[config.mk]
export PLATFORM = sky130hd
export DESIGN_NAME = decoder_nto2n_strobe
export DESIGN_NICKNAME = d
export VERILOG_FILES = /design/src/rtl/decoder_nto2n_strobe.sv
export SDC_FILE = /design/constraint.sdc
export NUM_CORES = 1
export LEC_CHECK = 0
export ABC_CLOCK_PERIOD_IN_PS = 950
export BUFFER_PORTS_ARGS = -buffer_cell sky130_fd_sc_hd__buf_2
export CELL_PAD_IN_SITES_DETAIL_PLACEMENT = 0
export CELL_PAD_IN_SITES_GLOBAL_PLACEMENT = 1
export CORE_AREA = 3 3 40 42
export DETAILED_ROUTE_END_ITERATION = 8
export DIE_AREA = 0 0 43 45
export GPL_ROUTABILITY_DRIVEN = 1
export PLACE_DENSITY_LB_ADDON = 0.1
export SETUP_SLACK_MARGIN = 0.3
export SLEW_MARGIN = 20
export SYNTH_ARGS = -nofsm -noshare
export SYNTH_HDL_FRONTEND = slang
export SYNTH_SLANG_ARGS = --single-unit
[constraint.sdc]
create_clock -name clk -period 0.95 [get_ports clk]
set_input_delay 0.0475 -clock clk [delete_from_list [all_inputs] [get_ports clk]]
set_output_delay 0.0475 -clock clk [all_outputs]
set_load 0.03 [all_outputs]
[src/rtl/decoder_nto2n_strobe.sv]
// N-to-2^N decoder driving a timed one-hot strobe (HOLD cycles) followed by GAP idle cycles; DECODER_ACTIVE_LOW_EN inverts y.
// Latency: accept at edge k -> y valid cycles k+1..k+HOLD, done on the last strobe cycle, ready again at k+HOLD+GAP+1.
// Backpressure: ready only in IDLE with en high and rst low; codes offered while busy are ignored, nothing is queued.
module decoder_nto2n_strobe #(
    parameter int N    = 2,
    parameter int HOLD = 1,
    parameter int GAP  = 0
) (
    input  logic              clk,
    input  logic              rst,
    input  logic              en,
    input  logic [N-1:0]      a,
    input  logic              valid,
    output logic              ready,
    output logic [2**N-1:0]   y,
    output logic              busy,
    output logic              done
);

    localparam int W    = 2**N;
    localparam int MAXC = (HOLD > GAP) ? HOLD : GAP;
    localparam int CW   = $clog2(MAXC + 1);
    localparam logic [CW-1:0] HOLD_LD = CW'(HOLD - 1);
    localparam logic [CW-1:0] GAP_LD  = (GAP > 0) ? CW'(GAP - 1) : '0;

    typedef enum logic [1:0] {S_IDLE, S_STROBE, S_GAP} state_t;

    state_t         state_q, state_n;
    logic [CW-1:0]  cnt_q, cnt_n;
    logic [N-1:0]   code_q, code_n;
    logic [W-1:0]   onehot_q, onehot_n;
    logic           accept;

    assign ready  = (state_q == S_IDLE) & en & ~rst;
    assign accept = valid & ready;
    assign busy   = (state_q != S_IDLE);
    // An aborting en/rst in the final strobe cycle suppresses the completion pulse.
    assign done   = (state_q == S_STROBE) & (cnt_q == '0) & en & ~rst;

    always_comb begin
        state_n  = state_q;
        cnt_n    = cnt_q;
        code_n   = code_q;
        onehot_n = '0;
        case (state_q)
            S_IDLE: begin
                if (accept) begin
                    code_n   = a;
                    cnt_n    = HOLD_LD;
                    state_n  = S_STROBE;
                    onehot_n = W'(1) << a;
                end
            end
            S_STROBE: begin
                if (cnt_q == '0) begin
                    if (GAP > 0) begin
                        state_n = S_GAP;
                        cnt_n   = GAP_LD;
                    end else begin
                        state_n = S_IDLE;
                    end
                end else begin
                    cnt_n    = cnt_q - 1'b1;
                    onehot_n = W'(1) << code_q;
                end
            end
            S_GAP: begin
                if (cnt_q == '0) begin
                    state_n = S_IDLE;
                end else begin
                    cnt_n = cnt_q - 1'b1;
                end
            end
            default: begin
                state_n = S_IDLE;
                cnt_n   = '0;
            end
        endcase
        if (!en) begin
            state_n  = S_IDLE;
            cnt_n    = '0;
            onehot_n = '0;
        end
    end

    always_ff @(posedge clk) begin
        if (rst) begin
            state_q  <= S_IDLE;
            cnt_q    <= '0;
            code_q   <= '0;
            onehot_q <= '0;
        end else begin
            state_q  <= state_n;
            cnt_q    <= cnt_n;
            code_q   <= code_n;
            onehot_q <= onehot_n;
        end
    end

`ifdef DECODER_ACTIVE_LOW_EN
    assign y = ~onehot_q;
`else
    assign y = onehot_q;
`endif

endmodule

==> metrics.md <==
| Metric | Value |
|---|---|
| Status | `finished with violations` |
| Failing checks | `negative setup slack` |
| Remaining antenna violation count after routing | `0` |
| Slowest CP cell | `dfxtp_4` |
| Final WS setup | `-26.2 ps` |
| Synth area leaders | `dfxtp_1 (56%), nand4bb_4 (15%), nor3b_1 (8.3%)` |
| Clk root buf | `clkbuf_4` |
| Clock share of power | `46.0%` |
| DRT iter0 DRCs | `0` |
| Setup slack, reg-to-reg | `about 60 ps` |
| Power share of the sequential group | `between 40% and 50%` |
| Tcrit/Tclk final | `103%` |
| Lkg Pwr | `0.156 nW` |
| WP buf/inv | `1` |
| Syn Std Cell Area | `approximately 180 um2` |
| Max-slew violations | `0` |
| Residual DRC | `0` |
| Psw | `125 uW` |
| Crit Path Class | `flop to output port` |
| Mapped Nets | `19` |
| FF+latch count, synth | `5` |
| Boundary pin count | `13` |
| DP Wirelength | `approximately 330 um` |
| Largest net degree at the start of global routing | `5` |
| GRT Overall Usage | `approximately 5.4%` |
| Layout cells sized above 1 | `around 93%` |
| Max-Cap Viols | `0` |
| Post-route setup TNS | `-35.9 ps` |
| Final Hold Vio Count | `0` |
| Number of post-CTS setup repair buffers | `0` |
| PwrDens | `~1500 mW/mm2` |
| Buffers on Ports | `12` |
| Worst-Margin Slew | `155 ps` |
| Largest family of logic cells by synthesized area | `simple AND/OR/NAND/NOR gates` |
| Initial Util | `14.0%` |
| Synth Area in Simple Gates | `42.4%` |
| Critical Path Source Type | `flop` |
| Share of the synthesized area in the top cell type | `between 50% and 60%` |
| Placer congestion estimate | `between 0.6 and 0.7` |
| Internal power | `just over 400 uW` |
| Vias per Instance | `between 3 and 4` |
| Overall Power | `~530 uW` |
| Filler cell count in the final layout | `132` |
| Clock slew at reported path FFs | `around 40 ps` |
| CP peak stage delay | `roughly 350 ps` |
| Compound-gate portion of the synthesized area | `0%` |
| CTS Sinks | `5` |
| Die H | `between 40 and 50 um` |
| Initial antenna violation count | `0` |
| Cell row count | `13` |
| Hold Path Depth | `2` |
| Final Core Density | `27.5%` |
| Synth-to-Final Area Change | `95.8%` |
| R2r worst-path depth | `2` |
| Max_slew headroom | `89.7%` |
| Final Skew | `around 3.2 ps` |
| Largest area contributor in the netlist | `dfxtp_1` |
| Placed Instances | `40` |
| Total CTS buffers | `3` |
| Mean Syn Cell Area | `about 14 um2` |
| XOR/XNOR Fraction of Synth Area | `0%` |
| Critical Path End Type | `output port` |
| Combinational share of power | `roughly an eighth` |
| RSZ-0062 raised after global routing | `yes` |
| Post-Route WL | `between 400 and 500 um` |
| Post-synthesis sequential area ratio | `55.6%` |
| Gr ovfl total | `0` |
| Crit-path cells | `and3b_2, buf_6` |
| Yosys Warn Count | `0` |
| Synth Area in Adders | `0%` |
| Critical path data required time | `approximately 900 ps` |
| Die Area | `about 0.0019 mm2` |
| CP delay by family, top | `flip-flops` |
| WHS | `between 10 and 15 ps` |
| First-pass GRT wire length | `between 600 and 700 um` |
| Worst path depth | `2` |
| Vias in the first global route | `roughly 140` |
| Post-synthesis cell count | `13` |
| Peak supply drop | `0.000917 V` |
| Die X | `between 40 and 50 um` |
| Layout Nets | `36` |
| H-tree depth | `1` |
| Post-synth cell types | `8` |
| Final setup vio count | `2` |
| Ant diodes | `0` |
| Fmax | `around 1000 MHz` |
| Hold/Removal Path Class | `primary input to flop` |
| Bufs on Longest Clock Path | `2` |
| Multiplexer share of the synthesized area | `0%` |
| CTS tree | `yes` |
| Core area | `roughly 0.0013 mm2` |
| Switching portion of total power | `around a quarter` |
| Avg WL per Cell | `~9.6 um` |
| CP max FO | `4` |
| WP data arrival | `a little over 900 ps` |
| Finished Layout Cells | `44` |
| First-pass DRT Iterations | `1` |
| Worst skew pair latency | `240 ps` |
| Vias post-DR | `about 160` |
| Clock period minus worst slack | `just under 1000 ps` |
sequential cells by signal, indices dropped and copies added (netlist names):
name     count
y            4
state_q      1
Yosys cell counts (all sizes together):
cell type	instances
and3	1
and3b	1
dfxtp	5
inv	1
nand4bb	1
nor3	1
nor3b	3
per-layer routing:
metal,track usage (%),wire length (um)
met5,0,0
met4,3.61,0
met1,4.36,144
met3,7.57,63
met2,6.59,213
power by group through the flow:
| stage | Sequential (mW) | Clock (mW) | Combinational, mW |
|---|---|---|---|
| after floorplan | 0.229 | 0 | 0.0240 |
| after global placement | 0.220 | 0 | 0.0598 |
| after detailed placement | 0.220 | 0 | 0.0598 |
| after CTS | 0.218 | 0.260 | 0.0696 |
| after global routing | 0.218 | 0.277 | 0.0730 |
| final | 0.218 | 0.244 | 0.0689 |
cells in the final DEF, fill, tap and decap left out:
master and count:
inv_2 1, buf_2 6, and3b_2 1, and3_1 1, dfxtp_4 1, nor3_2 1, nor3b_4 1, dfxtp_2 4
buf_6 6, clkbuf_1 1, nand4bb_4 1, nor3b_2 2, clkbuf_4 3
per-stage QoR:
step / cell area (um2) / setup WS, ps
floorplan: 195 / 80.9
global placement: 274 / 80.4
detailed placement: 274 / 50.2
CTS: 353 / -38.8
global route: 353 / -72.8
finish: 353 / -26.2
cell type report:
class	count	area, um2	area share [%]
inverter	1	3.75	1.06
sequential	5	109	30.9
clock buffer	4	26.3	7.45
multi-input combinational	7	97.6	27.7
timing repair buffer	12	97.6	27.7
tap	15	18.8	5.32
final timing paths:
check / endpoint / start
setup / recovery: done / state_q[0]
hold / removal: y[0] / a[0]
setup reg to reg: y[2] / state_q[0]
hold reg to reg: state_q[0] / state_q[0]
cells by family (layout without fill, tap and decap cells):
family,count (synthesis),in the layout
AND/OR/NAND/NOR,7,7
flip-flops,5,5
buffers and inverters,1,17
repair_timing:
action | CTS | global route
resized for setup | 18 | 0
pin swaps | 3 | 0
endpoints found under the hold margin | 1 | 0
endpoints found under the setup margin | 12 | 12
(Power assumes the default switching activity.)
